`src/rtl/mandelbrot_pkg.sv`:
```
// Shared definitions for the Mandelbrot pixel pipeline.
//   state_e      : iteration sequencer FSM encoding
//   DefWidth     : default coordinate / z width, fixed point 2.(WIDTH-2)
//   DefIterWidth : default iteration counter width
//   One          : fixed-point 1.0 at the default width
package mandelbrot_pkg;

  localparam int unsigned DefWidth     = 8;
  localparam int unsigned DefIterWidth = 6;
  localparam int unsigned One          = 1 << (DefWidth - 2);

  typedef enum logic [1:0] {
    StIdle,
    StStart,
    StWait,
    StDone
  } state_e;

endpackage

```
`src/rtl/mandelbrot_iter_ctrl.sv`:
```
// Per-pixel iteration sequencer placed directly upstream of the Mandelbrot ALU.
// It accepts one pixel coordinate at a time, runs z <= z^2 + c on the ALU until
// escape or the iteration limit, then presents the iteration count downstream.
//
// Ports:
//   clk, rst_n          clock, asynchronous active-low reset
//   max_iter            iteration limit, sampled on pixel accept
//   px_valid/px_ready   pixel handshake; px_cr/px_ci signed coordinate
//   alu_start           one-cycle ALU start pulse
//   alu_first_iteration high while the first ALU operation of a pixel runs
//   alu_cr/ci/zr/zi     registered ALU operands
//   alu_finished        ALU result strobe with alu_out_zr/zi, alu_size, alu_overflow
//   res_valid/res_ready result handshake; res_iter count, res_escaped divergence flag
//
// Optional build macro MANDELBROT_ITER_CYCLES_EN adds res_cycles: clock cycles
// from pixel accept to res_valid rise, saturating at 16'hFFFF.
module mandelbrot_iter_ctrl
  import mandelbrot_pkg::*;
#(
  parameter int unsigned WIDTH      = DefWidth,
  parameter int unsigned ITER_WIDTH = DefIterWidth
) (
  input  logic                  clk,
  input  logic                  rst_n,
  input  logic [ITER_WIDTH-1:0] max_iter,
  input  logic                  px_valid,
  output logic                  px_ready,
  input  logic [WIDTH-1:0]      px_cr,
  input  logic [WIDTH-1:0]      px_ci,
  output logic                  alu_start,
  output logic                  alu_first_iteration,
  input  logic                  alu_finished,
  output logic [WIDTH-1:0]      alu_cr,
  output logic [WIDTH-1:0]      alu_ci,
  output logic [WIDTH-1:0]      alu_zr,
  output logic [WIDTH-1:0]      alu_zi,
  input  logic [WIDTH-1:0]      alu_out_zr,
  input  logic [WIDTH-1:0]      alu_out_zi,
  input  logic                  alu_size,
  input  logic                  alu_overflow,
  output logic                  res_valid,
  input  logic                  res_ready,
  output logic [ITER_WIDTH-1:0] res_iter,
  output logic                  res_escaped
`ifdef MANDELBROT_ITER_CYCLES_EN
  ,
  output logic [15:0]           res_cycles
`endif
);

  state_e                state_q, state_d;
  logic [WIDTH-1:0]      cr_q, cr_d, ci_q, ci_d;
  logic [WIDTH-1:0]      zr_q, zr_d, zi_q, zi_d;
  logic [ITER_WIDTH-1:0] n_q, n_d, max_q, max_d;
  logic [ITER_WIDTH-1:0] res_iter_q, res_iter_d;
  logic                  res_escaped_q, res_escaped_d;
  logic [ITER_WIDTH-1:0] n_inc;

  assign n_inc = n_q + ITER_WIDTH'(1);

  always_comb begin
    state_d       = state_q;
    cr_d          = cr_q;
    ci_d          = ci_q;
    zr_d          = zr_q;
    zi_d          = zi_q;
    n_d           = n_q;
    max_d         = max_q;
    res_iter_d    = res_iter_q;
    res_escaped_d = res_escaped_q;
    unique case (state_q)
      StIdle: begin
        if (px_valid) begin
          cr_d  = px_cr;
          ci_d  = px_ci;
          max_d = max_iter;
          zr_d  = '0;
          zi_d  = '0;
          n_d   = '0;
          if (max_iter == '0) begin
            // Zero limit: report immediately, the ALU is never started.
            res_iter_d    = '0;
            res_escaped_d = 1'b0;
            state_d       = StDone;
          end else begin
            state_d = StStart;
          end
        end
      end
      StStart: state_d = StWait;
      StWait: begin
        if (alu_finished) begin
          if (alu_size || alu_overflow) begin
            // Size flag belongs to the z just squared, so n is the escape index.
            res_iter_d    = n_q;
            res_escaped_d = 1'b1;
            state_d       = StDone;
          end else begin
            zr_d = alu_out_zr;
            zi_d = alu_out_zi;
            n_d  = n_inc;
            if (n_inc == max_q) begin
              res_iter_d    = max_q;
              res_escaped_d = 1'b0;
              state_d       = StDone;
            end else begin
              state_d = StStart;
            end
          end
        end
      end
      StDone: begin
        if (res_ready) state_d = StIdle;
      end
      default: state_d = StIdle;
    endcase
  end

  always_ff @(posedge clk or negedge rst_n) begin
    if (!rst_n) begin
      state_q       <= StIdle;
      cr_q          <= '0;
      ci_q          <= '0;
      zr_q          <= '0;
      zi_q          <= '0;
      n_q           <= '0;
      max_q         <= '0;
      res_iter_q    <= '0;
      res_escaped_q <= 1'b0;
    end else begin
      state_q       <= state_d;
      cr_q          <= cr_d;
      ci_q          <= ci_d;
      zr_q          <= zr_d;
      zi_q          <= zi_d;
      n_q           <= n_d;
      max_q         <= max_d;
      res_iter_q    <= res_iter_d;
      res_escaped_q <= res_escaped_d;
    end
  end

  assign px_ready            = (state_q == StIdle);
  assign alu_start           = (state_q == StStart);
  assign alu_first_iteration = ((state_q == StStart) || (state_q == StWait)) && (n_q == '0);
  assign alu_cr              = cr_q;
  assign alu_ci              = ci_q;
  assign alu_zr              = zr_q;
  assign alu_zi              = zi_q;
  assign res_valid           = (state_q == StDone);
  assign res_iter            = res_iter_q;
  assign res_escaped         = res_escaped_q;

`ifdef MANDELBROT_ITER_CYCLES_EN
  logic [15:0] cyc_q, cyc_d;

  // Accept edge counts as cycle 1; every START/WAIT edge adds one, including
  // the edge that enters DONE, so the value freezes at res_valid rise.
  always_comb begin
    cyc_d = cyc_q;
    if ((state_q == StIdle) && px_valid) begin
      cyc_d = 16'd1;
    end else if (((state_q == StStart) || (state_q == StWait)) && (cyc_q != 16'hFFFF)) begin
      cyc_d = cyc_q + 16'd1;
    end
  end

  always_ff @(posedge clk or negedge rst_n) begin
    if (!rst_n) cyc_q <= '0;
    else        cyc_q <= cyc_d;
  end

  assign res_cycles = cyc_q;
`endif

endmodule

```
`config.mk`:
```
export PLATFORM = sky130hd
export DESIGN_NAME = mandelbrot_iter_ctrl
export DESIGN_NICKNAME = d
export VERILOG_FILES = /design/src/rtl/mandelbrot_pkg.sv /design/src/rtl/mandelbrot_iter_ctrl.sv
export SDC_FILE = /design/constraint.sdc
export NUM_CORES = 1
export LEC_CHECK = 0
export BUFFER_PORTS_ARGS = -buffer_cell sky130_fd_sc_hd__buf_4
export CAP_MARGIN = 20
export CELL_PAD_IN_SITES_DETAIL_PLACEMENT = 1
export CELL_PAD_IN_SITES_GLOBAL_PLACEMENT = 2
export CORE_ASPECT_RATIO = 0.75
export CORE_MARGIN = 1.5
export CORE_UTILIZATION = 30
export CTS_CLUSTER_SIZE = 12
export DETAILED_ROUTE_END_ITERATION = 10
export PLACE_DENSITY_LB_ADDON = 0.1
export SLEW_MARGIN = 10
export SYNTH_ARGS = -nofsm -noshare
export SYNTH_HDL_FRONTEND = slang
export SYNTH_SLANG_ARGS = --single-unit
```
`constraint.sdc`:
```
create_clock -name clk -period 2.9 [get_ports clk]
set_input_delay 0.145 -clock clk [delete_from_list [all_inputs] [get_ports clk]]
set_output_delay 0.145 -clock clk [all_outputs]
set_load 0.05 [all_outputs]
```
# Yosys cells after proc, flatten, opt, wreduce, memory -nomap -nowiden
# Index checks and enable logic that the tools add are counted.
# word_totals
register_bits	53
latch_bits	0
ramBits	0
rom_bits	0
in_bits	45
out_inout_bits	43
word_cells	61
memories	0
# classes
add_sub_neg	1
multipliers	0
n_div	0
magnitude_cmp	0
eq_ne	10
shifts	0
n_mux	30
bitwise	0
n_reduce_logical	11
# op_table
op	count
6-bit 2-to-1 mux	8
8-bit 2-to-1 mux	5
8-bit case mux with 2 select lines	2
6-bit case mux with 2 select lines	2
6-bit logical NOT	2
2-bit 2-to-1 mux	6
2-bit case mux with 4 select lines	1
6-bit by 1-bit adder with 6-bit output, second input constant	1
6-bit == test	1
2-bit != test, second input constant	3
1-bit 2-to-1 mux	5
5-bit AND reduction	1
2-bit == test, second input constant	2
2-bit by 1-bit != test with 1-bit output, second input constant	2
4-bit AND reduction	1
3-bit != test, second input constant	1
3-bit AND reduction	1
2-bit by 1-bit == test with 1-bit output, second input constant	1
2-bit logical NOT	1
1-bit logical OR	2
1-bit case mux with 2 select lines	1
2-bit AND reduction	1
2-bit nonzero test	1
1-bit logical AND	1

# Logic depth before layout (Yosys ltp)
# Gate-level depths: netlist of the first run.
# depth
word_depth	6
ltp_mapped	9
depth_no_buf	8

# Least setup slack after synthesis of the first run
# Ideal clock, no wire load.
# synth_timing
path_kind	register -> register
startpoint	register n_q[0]
endpoint	register res_iter_q[0] (netlist: res_iter[0])
setup_ps	135
arrival_ps	1920
required_time_ps	2765
setup_slack_ps	845
path_stages_with_launch	8
n_path_buf	0
period_less_slack_ps	2055
cell_sequence	dfrtp_1 -> ha_1 -> nand2b_1 -> o211ai_1 -> or3b_4 -> a211oi_4 -> o21ai_2 -> o2bb2ai_1
# synth_via
elab_chain_cells	4
elab_cells_between_ends	7
classes_between	1 x add/sub; 2 x eq/ne; 3 x mux; 1 x reduce/logical
# synth_lines
item	line_no	rtl
start: declaration	mandelbrot_iter_ctrl.sv:54	logic [ITER_WIDTH-1:0] n_q, n_d, max_q, max_d;
start signal: assignment	mandelbrot_iter_ctrl.sv:136	n_q <= n_d;
6-bit by 1-bit adder with 6-bit output	mandelbrot_iter_ctrl.sv:59	assign n_inc = n_q + ITER_WIDTH'(1);
6-bit == test	mandelbrot_iter_ctrl.sv:102	if (n_inc == max_q) begin
3-bit != test (no source line)	-	
5-bit AND reduction (no source line)	-	
end signal: assignment	mandelbrot_iter_ctrl.sv:138	res_iter_q <= res_iter_d;
end: declaration	mandelbrot_iter_ctrl.sv:55	logic [ITER_WIDTH-1:0] res_iter_q, res_iter_d;
# Several ways; a longest one is shown, not always the timed one. The select of a mux whose other input is x is not followed.
# A chain may end at the register's enable or synchronous reset.

# Final worst setup path of the first run
# Ends and elaborated chain as after synthesis.

==> results of run 1 <==
[cell type report]
type	instances	area share
clock inverters	3	0.00667
multi-input cells	159	0.327
clock buffers	5	0.0204
repair buffers	93	0.208
well taps	105	0.0389
inverters	6	0.00667
flip-flops and latches	53	0.393
[cells by family (layout without fill, tap and decap cells)]
| logic type | after synthesis | in the layout | synth area share |
|---|---|---|---|
| multiplexers | 29 | 29 | 0.127 |
| AO/OA/AOI/OAI | 44 | 44 | 0.119 |
| XOR/XNOR | 7 | 7 | 0.0245 |
| flip-flops | 53 | 53 | 0.529 |
| AND/OR/NAND/NOR | 73 | 73 | 0.139 |
| buffers and inverters | 18 | 107 | 0.0314 |
| adder cells (fa/ha/maj) | 6 | 6 | 0.0299 |
[path summary, 6_finish.rpt]
path                                to  slack (ns)
setup reg to reg           res_iter[0]        0.60
setup / recovery           res_iter[0]        0.60
hold reg to reg              alu_zr[0]        0.49
hold / removal               alu_cr[3]        0.07
max in group asynchronous    alu_ci[0]        2.02
min in group asynchronous    alu_zr[3]        0.43
[cells in the mapped netlist, types with 2 or more instances]
cell type	instances	area, sq um
xnor2_1	4	35.0
mux2_2	22	248
xor2_1	3	26.3
nor2b_1	2	12.5
mux2i_1	7	70.1
o2bb2ai_1	6	52.6
clkbuf_1	6	22.5
nand3_1	4	20.0
a22o_1	2	17.5
inv_1	6	22.5
buf_1	2	7.51
ha_1	6	75.1
nor2_1	5	18.8
o21ai_0	23	115
dfrtp_1	53	1330
nor3_1	4	20.0
nand2_1	46	173
a21o_1	3	22.5
buf_2	2	10.0
[through the flow]
step | util | std cells
3_5_place_dp | 0.410 | 415
2_1_floorplan | - | 230
3_3_place_gp | 0.410 | 415
5_1_grt | 0.422 | 424
6_report | 0.422 | 424
4_1_cts | 0.422 | 424
[critical path: cells and delay by family, from the launching register on]
| family | cells | cell delay [ns] |
|---|---|---|
| AO/OA/AOI/OAI | 4 | 0.79 |
| adder cells (fa/ha/maj) | 1 | 0.31 |
| flip-flops | 1 | 0.48 |
| AND/OR/NAND/NOR | 2 | 0.60 |
[sequential cells by signal (all words and copies together) (netlist names)]
name	cells
alu_cr	8
res_iter	6
alu_zr	8
alu_ci	8
res_escaped	1
alu_zi	8
n_q	6
state_q	2
max_q	6
[routing by layer]
layer  vias to the layer above  share of wire  global-route usage
met3                         4          0.041              0.0290
met1                       969           0.51               0.212
li1                        965              -                   -
met5                         -              0                   0
met4                         0         0.0067              0.0276
met2                        41           0.44               0.230
[power groups by stage]
stage                     clock, W  sequential [W]  combinational (W)
after floorplan                  0         0.00174           0.000911
after global placement           0         0.00116            0.00213
after detailed placement         0         0.00117            0.00214
after CTS                 0.000441         0.00116            0.00215
after global routing      0.000465         0.00119            0.00227
final                     0.000419         0.00115            0.00212
[timing repair]
action | 4_1_cts | 5_1_grt
hold buffers | 1 | 0
gates resized for setup | 0 | 0
hold endpoints to repair | 53 | 0
==> summary.txt, run 1 <==
Min path
  – Hold crit path type: in2reg
  – Min-delay src: px_cr[3]
  – Hold depth: 2

Placed design
  – Post-place instance area: 3270 sq um
  – Final HPWL DP: 4.68 mm
  – Gpl congestion: 0.758
  – Port buffer count: 87
  – Post-place setup slack: 0.626 ns

Flow run
  – Max-cap viol count: 0

Floorplan
  – Die Footprint: 8920 sq um
  – Die height: 82.2 um
  – Core area: 7990 sq um
  – Io pins: 88
  – Starting Density: 0.314
  – Cell row count: 28
  – Die extent in x: 109 um

Clock network
  – Clk_lat worst skew: 0.30 ns
  – Cts bufs inserted: 5
  – Post-CTS Setup Repair Bufs: 0
  – Number of H-tree levels: 2
  – CTS Sinks: 53
  – Clock transition at path regs: 0.10 ns
  – Root buf cell: clkbuf_8
  – CTS tree: done
  – CTS Buffer Depth: 2

Synthesis
  – Post-synth cell types: 43
  – Synthesized instance count: 230
  – Mean post-synth cell area: 10.9 sq um
  – Register area share after synthesis: 0.529
  – Ys async rst share: 1.00
  – FF+latch count, synth: 53
  – Post-synth top flop: dfrtp_1
  – Mapped Area: 2510 sq um
  – Warnings from Yosys: 0
  – Post-synth net total: 281
  – Number of enable flip-flop cells after synthesis: 0

Timing
  – Final hold slack: 0.0666 ns
  – Final hold vios: 0
  – Crit share post-route: 0.793
  – Max-Slew Margin vs Limit: 0.527
  – Worst-case clock skew: 0.00285 ns
  – Worst Tran Pin Value: 0.703 ns
  – Max Slew Vio Count: 0
  – Setup repair after global routing missed its margin: no
  – # setup viols final: 0
  – Max Fclk: 435 MHz
  – Worst Slack Setup Final: 0.600 ns
  – Min Clock Period, post-route: 2.30 ns
  – Fin Setup TNS: 0 ns

Drt
  – DR pass1 iterations: 2
  – Final Routed Wirelength: 6.29 mm
  – Via density per instance: 4.67
  – Vias: 1979
  – Detail Route Antenna Nets: 0
  – Routed len/inst: 14.8 um
  – DR iter-0 viols: 27
  – DRC Markers: 0

Worst setup path
  – Data required, critical path: 3.08 ns
  – Worst reg2reg path depth: 7
  – Worst setup EP type: flop
  – Worst setup startpoint: n_q[0]
  – Setup CP Type: reg2reg
  – CP arrival: 2.47 ns
  – Crit-path max FO: 8
  – Worst-path cell chain: ha_1 > nand2b_1 > o211ai_1 > or3b_4 > a211oi_4 > o21ai_2 > o2bb2ai_1
  – Origin of the critical flop-to-flop path: n_q[0]
  – Max stage delay on crit path: 0.48 ns
  – Critical path's slowest cell: dfrtp_1
  – Crit path launch type: flop

Final layout
  – Area of the multi-input gates: 1100 sq um
  – N_diodes: 0
  – Filler Cell Count: 908
  – FF+latch area: 1330 sq um
  – Highest-count cells in the layout ignoring fill and taps: buf_4 (92), dfrtp_1 (53), nand2_1 (46)
  – Commonest non-fill, non-tap cell in the layout: buf_4
  – Layout cells sized above 1: 0.404
  – Post-route cell area: 3370 sq um
  – Area delta synth->final: 34.6%
  – Final nets: 369

Pwr
  – Leakage: 1.58 nW
  – Sw Share: 0.492
  – P per Cell Area: 1090 nW/um^2
  – Psw: 0.00182 W
  – Flop pwr share: 0.312
  – Comb pwr share: 0.574
  – Pwr Total: 0.00369 W
  – Clk network pwr share: 0.114
  – Int Pwr: 0.00187 W
  – Max IR drop VDD: 0.000513 V

Global routing
  – Number of antenna violations at the first check in global routing: 0
  – GRT Util Overall: 0.146
  – First-pass GRT wire length: 10.0 mm
  – Vias in the first global route: 2043
  – Remaining Overflow, GRT: 0
  – Largest net degree at the start of global routing: 54

Run status
  – Status: finished clean
No activity file was read; power rests on OpenSTA's default activity.
==> run 2: changes to the inputs <==
CORE_UTILIZATION = 27   (was 30)
clock period = 1.91 ns   (was 2.9 ns; I/O delays follow)
==> run 2 against run 1 <==
Compared with the run above: the run now ends with setup timing left; fmax up 14%; setup slack worse by 0.71 ns; first-iteration DRC count up 78%; via count up 5.1%; core utilization down 0.93 points; critical path type unchanged; highest routed layer unchanged.
==> summary.txt, run 2 (synthesis gave the netlist of run 1 again) <==
Worst setup path
  – Crit path launch type: flop (unchanged)
  – Worst setup EP type: flop (unchanged)
  – Delay-heaviest family, CP: compound AO/OA/AOI/OAI gates (unchanged)
  – Crit path buffers/inverters: 1 (was 0)
  – Crit-path max FO: 6 (was 8)
  – Max stage delay on crit path: 0.43 ns (was 0.48 ns)
  – Data required, critical path: 2.14 ns (was 3.08 ns)
  – Setup CP Type: reg2reg (unchanged)
  – Worst path depth: 8 (was 7)
  – Worst reg2reg setup slack: -0.10 ns (was 0.60 ns)
  – Worst-path cell chain: ha_4 > nand2b_4 > o211ai_1 > or3b_4 > a211oi_4 > buf_4 > o31ai_4 > o2bb2ai_2 (was ha_1 > nand2b_1 > o211ai_1 > or3b_4 > a211oi_4 > o21ai_2 > o2bb2ai_1)
  – Critical path's slowest cell: dfrtp_2 (was dfrtp_1)
  – CP arrival: 2.25 ns (was 2.47 ns)
  – Worst reg2reg path depth: 8 (was 7)

Final layout
  – Commonest non-fill, non-tap cell in the layout: buf_4 (unchanged)
  – Layout cells sized above 1: 0.481 (was 0.404)
  – N_diodes: 0 (unchanged)
  – Final Core Density: 0.413 (was 0.422)
  – Filler Cell Count: 1034 (was 908)
  – Final nets: 393 (was 369)
  – Cell Count, Final, Fillers Out: 471 (was 424)
  – Highest-count cells in the layout ignoring fill and taps: buf_4 (115), dfrtp_1 (52), nand2_1 (46) (was buf_4 (92), dfrtp_1 (53), nand2_1 (46))
  – Area delta synth->final: 49.1% (was 34.6%)

Clock network
  – CTS Buffer Depth: 2 (unchanged)
  – Root buf cell: clkbuf_16 (was clkbuf_8)
  – Clk_lat worst skew: 0.30 ns (about the same)
  – Number of H-tree levels: 2 (unchanged)
  – Clock transition at path regs: 0.08 ns (was 0.10 ns)
  – Cts bufs inserted: 5 (unchanged)
  – CTS tree: done (unchanged)
  – CTS Sinks: 53 (unchanged)

Run status
  – Status: finished, violations left (was finished clean)
  – Failing checks: setup timing

Min path
  – Hold crit path type: in2reg (unchanged)
  – Hold depth: 2 (unchanged)

Placed design
  – DP Cell Count: 461 (was 415)
  – Post-place setup slack: -0.172 ns (was 0.626 ns)
  – Final HPWL DP: 5.05 mm (was 4.68 mm)
  – Port buffer count: 87 (unchanged)
  – Gpl congestion: 0.739 (was 0.758)

Global routing
  – Number of antenna violations at the first check in global routing: 0 (unchanged)
  – First-pass GRT wire length: 11.0 mm (was 10.0 mm)
  – Vias in the first global route: 2162 (was 2043)
  – GRT Util Overall: 0.144 (was 0.146)
  – Largest net degree at the start of global routing: 54 (unchanged)
  – Remaining Overflow, GRT: 0 (unchanged)

Floorplan
  – Die height: 86.5 um (was 82.2 um)
  – Die extent in x: 114 um (was 109 um)
  – Core area: 9050 sq um (was 7990 sq um)
  – Starting Density: 0.277 (was 0.314)
  – Cell row count: 30 (was 28)
  – Die Footprint: 9880 sq um (was 8920 sq um)
  – Io pins: 88 (unchanged)

Drt
  – Via density per instance: 4.41 (was 4.67)
  – Detail Route Antenna Nets: 0 (unchanged)
  – DR iter-0 viols: 48 (was 27)
  – DR pass1 iterations: 4 (was 2)
  – Routed len/inst: 14.0 um (was 14.8 um)
  – DRC Markers: 0 (unchanged)
  – Final Routed Wirelength: 6.61 mm (was 6.29 mm)
  – Vias: 2079 (was 1979)

Timing
  – Worst Tran Pin Value: 0.701 ns (was 0.703 ns)
  – Min Clock Period, post-route: 2.01 ns (was 2.30 ns)
  – Final hold vios: 0 (unchanged)
  – Crit share post-route: 1.05 (was 0.793)
  – Max Fclk: 496 MHz (was 435 MHz)
  – Worst Slack Setup Final: -0.105 ns (was 0.600 ns)
  – # setup viols final: 7 (was 0)
  – Setup repair after global routing missed its margin: yes (was no)
  – Max-Slew Margin vs Limit: 0.533 (was 0.527)
  – Worst-case clock skew: 0.00752 ns (was 0.00285 ns)
  – Max Slew Vio Count: 0 (unchanged)

Pwr
  – P per Cell Area: 1670 nW/um^2 (was 1090 nW/um^2)
  – Leakage: 1.76 nW (was 1.58 nW)
  – Max IR drop VDD: 0.000657 V (was 0.000513 V)

Flow run
  – Max-cap viol count: 0 (unchanged)
[run 2: worst paths after layout]
path | start | to
hold / removal | px_cr[3] | alu_cr[3]
hold reg to reg | alu_zi[1] | alu_zi[1]
setup reg to reg | n_q[0] | res_iter[2]
max in group asynchronous | rst_n | n_q[0]
min in group asynchronous | rst_n | alu_cr[0]
setup / recovery | n_q[0] | res_iter[2]
[run 2: what timing repair did]
item                       in CTS  in global routing
hold endpoints to repair       53                  0
buffers inserted                2                  0
pin swaps                      10                  3
setup endpoints to repair       7                 22
resized for setup               7                  4
hold buffers                    1                  0
[run 2: metrics by stage]
step                      total power [W]  TNS (ns)  instance area (sq um)  hold slack, ns
final                             0.00625    -0.583                   3740          0.0201
after global routing              0.00667     -1.38                   3740          0.0150
after CTS                         0.00634    -0.592                   3730          0.0124
after detailed placement          0.00529    -0.881                   3510           0.198
after global placement            0.00523    -0.358                   3510           0.205
after floorplan                   0.00405         0                   2530          -0.200
[run 2: metal layers]
| metal | wire (um) | global-route usage |
|---|---|---|
| met1 | 3390 | 0.209 |
| met5 | 0 | 0 |
| met2 | 2920 | 0.220 |
| met3 | 255 | 0.0287 |
| met4 | 42 | 0.0341 |
[run 2: area by class of cell]
| cell class | instances | area [sq um] | share of cell area |
|---|---|---|---|
| Clock buffer | 5 | 125 | 0.0335 |
| Tap cell | 128 | 160 | 0.0429 |
| Multi-Input combinational cell | 159 | 1180 | 0.316 |
| Clock inverter | 3 | 28.8 | 0.00770 |
| Timing Repair Buffer | 117 | 893 | 0.239 |
| Inverter | 6 | 22.5 | 0.00603 |
| Sequential cell | 53 | 1330 | 0.355 |
[run 2: report_power, final]
part	total (W)	internal, W	leakage [nW]	switching [W]
logic	0.00355	0.00134	1.00	0.00222
registers	0.00174	0.00149	0.679	0.000247
clock network	0.000955	0.000503	0.0763	0.000452
total	0.00625	0.00333	1.76	0.00292
==> run 3: changes to the inputs <==
TNS_END_PERCENT = 10   (was not set)
==> run 3 against run 2 <==
Compared with the run above: the run still ends with setup timing left; non-clock buffer count grew 2; critical path depth unchanged; global-route usage fell by 0.15 points; via count down 1.0%; worst hold slack improved by 0.0052 ns; clock skew grew 0.0040 ns; combinational power rose by 3%; first-iteration DRC count increased by 29%; cell area up 0.97%; die area unchanged; largest cell class unchanged.
==> summary.txt, run 3 (synthesis gave the netlist of run 1 again) <==
Run status
  – Status: finished, violations left (unchanged)
  – Failing checks: setup timing (unchanged)

Timing
  – Setup repair after global routing missed its margin: yes (unchanged)
  – # setup viols final: 7 (unchanged)
  – Max-Slew Margin vs Limit: 0.528 (was 0.533)
  – Min Clock Period, post-route: 2.02 ns (was 2.01 ns)
  – Worst Tran Pin Value: 0.709 ns (was 0.701 ns)
  – Final hold vios: 0 (unchanged)
  – Crit share post-route: 1.06 (was 1.05)
  – Max Fclk: 495 MHz (was 496 MHz)
  – Worst-case clock skew: 0.0115 ns (was 0.00752 ns)
  – Max Slew Vio Count: 0 (unchanged)
  – Worst Slack Setup Final: -0.110 ns (was -0.105 ns)
  – Final hold slack: 0.0254 ns (was 0.0201 ns)

Global routing
  – GR peak layer: met2 (unchanged)
  – First-pass GRT wire length: 10.8 mm (was 11.0 mm)
  – Met2 usage: 0.209 (was 0.220)
  – Largest net degree at the start of global routing: 54 (unchanged)
  – Number of antenna violations at the first check in global routing: 0 (unchanged)
  – Vias in the first global route: 2067 (was 2162)
  – Remaining Overflow, GRT: 0 (unchanged)
  – Routing usage on met3: 0.0329 (was 0.0287)
  – GRT Util Overall: 0.142 (was 0.144)
  – Met1 usage: 0.209 (about the same)

Min path
  – Hold Path End: alu_cr[3] (unchanged)
  – Hold crit path type: in2reg (unchanged)
  – Min-delay src: px_cr[3] (unchanged)
  – Hold depth: 2 (unchanged)

Final layout
  – N_diodes: 0 (unchanged)
  – Area of the multi-input gates: 1170 sq um (was 1180 sq um)
  – Highest-count cells in the layout ignoring fill and taps: buf_4 (114), dfrtp_1 (52), nand2_1 (46) (was buf_4 (115), dfrtp_1 (52), nand2_1 (46))
  – Post-route cell area: 3770 sq um (was 3740 sq um)
  – Area delta synth->final: 50.5% (was 49.1%)
  – Layout cells sized above 1: 0.475 (was 0.481)
  – Commonest non-fill, non-tap cell in the layout: buf_4 (unchanged)
  – FF+latch area: 1330 sq um (unchanged)
  – Final nets: 395 (was 393)
  – Filler Cell Count: 1030 (was 1034)

Clock network
  – Cts bufs inserted: 5 (unchanged)
  – CTS Sinks: 53 (unchanged)
  – Root buf cell: clkbuf_16 (unchanged)
  – Number of H-tree levels: 2 (unchanged)
  – CTS tree: done (unchanged)
  – Clock transition at path regs: 0.08 ns (about the same)
  – CTS Buffer Depth: 2 (unchanged)
  – Clk_lat worst skew: 0.29 ns (was 0.30 ns)

Floorplan
  – Starting Density: 0.277 (unchanged)
  – Die Footprint: 9880 sq um (unchanged)
  – Cell row count: 30 (unchanged)
  – Die height: 86.5 um (unchanged)
  – Die extent in x: 114 um (unchanged)
  – Io pins: 88 (unchanged)
  – Core area: 9050 sq um (unchanged)

Drt
  – DR iter-0 viols: 62 (was 48)
  – Vias: 2058 (was 2079)
  – Detail Route Antenna Nets: 0 (unchanged)
  – DR pass1 iterations: 3 (was 4)
  – Routed len/inst: 14.4 um (was 14.0 um)
  – Via density per instance: 4.35 (was 4.41)
  – DRC Markers: 0 (unchanged)
  – Final Routed Wirelength: 6.81 mm (was 6.61 mm)

Worst setup path
  – Data required, critical path: 2.08 ns (was 2.14 ns)
  – CP arrival: 2.19 ns (was 2.25 ns)
  – FF-to-FF End: res_iter[4] (was res_iter[2])
  – Worst setup EP type: flop (unchanged)
  – Worst reg2reg setup slack: -0.11 ns (was -0.10 ns)
  – Max stage delay on crit path: 0.43 ns (about the same)
  – Worst reg2reg path depth: 8 (unchanged)
  – Worst-path cell chain: ha_4 > nand2b_4 > o211ai_1 > or3b_4 > a211oi_4 > buf_6 > o21ai_4 > o2bb2ai_2 (was ha_4 > nand2b_4 > o211ai_1 > or3b_4 > a211oi_4 > buf_4 > o31ai_4 > o2bb2ai_2)
  – Crit path launch type: flop (unchanged)
  – Critical path's slowest cell: dfrtp_2 (unchanged)
  – Origin of the critical flop-to-flop path: n_q[0] (unchanged)
  – Crit-path max FO: 6 (unchanged)
  – Setup CP Type: reg2reg (unchanged)

Pwr
  – Pwr Total: 0.00643 W (was 0.00625 W)
  – P per Cell Area: 1700 nW/um^2 (was 1670 nW/um^2)
  – Max IR drop VDD: 0.000709 V (was 0.000657 V)
  – Leakage: 1.78 nW (was 1.76 nW)

Placed design
  – Post-place setup slack: -0.149 ns (was -0.172 ns)
  – Gpl congestion: 0.738 (was 0.739)
  – Port buffer count: 87 (unchanged)
  – Final HPWL DP: 4.91 mm (was 5.05 mm)
  – Post-place instance area: 3520 sq um (was 3510 sq um)

Flow run
  – Max-cap viol count: 0 (unchanged)
## run 3: changes by cell type in the layout (fill, tap and decap cells not counted), sizes merged
cell	previous run	this run
inv	8	7
bufinv	0	1
buf	116	118
## run 3: where the power goes
part	internal, W	leakage, nW	total (W)	switching (W)
Combinational	0.00140	1.02	0.00364	0.00223
Clock	0.000622	0.0842	0.00106	0.000436
Sequential	0.00149	0.679	0.00174	0.000243
## run 3: metal layers
layer  wire, um  up-vias
met1       3500      994
met3        279        6
li1           -     1014
met5          0        -
met2       2950       44
met4         80        0
## run 3: repair_timing
item | in CTS | in global routing
gates resized for setup | 7 | 4
gates cloned | 0 | 0
hold buffers | 1 | 0
endpoints found under the setup margin | 8 | 26
pin swaps | 4 | 4
buffers inserted | 3 | 0
hold endpoints to repair | 53 | 0
## run 3: area by class of cell
| type | instances | area share |
|---|---|---|
| clock buffer | 5 | 0.0332 |
| clock inverter | 3 | 0.0116 |
| inverter | 6 | 0.00597 |
| multi-input combinational | 159 | 0.309 |
| sequential | 53 | 0.352 |
| tap | 128 | 0.0424 |
| timing repair buffer | 119 | 0.246 |
## run 3: worst max path at each step
stage                                     end  depth (start not counted)        from
after floorplan           alu_first_iteration                          4  state_q[0]
after global placement            res_iter[5]                          8      n_q[0]
after detailed placement          res_iter[2]                          8      n_q[1]
after CTS                         res_iter[3]                          8      n_q[1]
after global routing              res_iter[2]                          8      n_q[1]
final                             res_iter[4]                          8      n_q[0]
## run 3: worst max-delay path, delay by kind of cell, from the launching register on
family / cells / cell delay [ns]
buffers and inverters: 1 / 0.16
flip-flops: 1 / 0.43
AND/OR/NAND/NOR: 2 / 0.55
adder cells (fa/ha/maj): 1 / 0.18
AO/OA/AOI/OAI: 4 / 0.57
## run 3: per-stage QoR
step	utilization	cells	TNS, ns
floorplan	-	230	-0.0536
global placement	0.389	462	-0.320
detailed placement	0.389	462	-0.841
CTS	0.416	473	-0.709
global route	0.417	473	-1.17
finish	0.417	473	-0.682
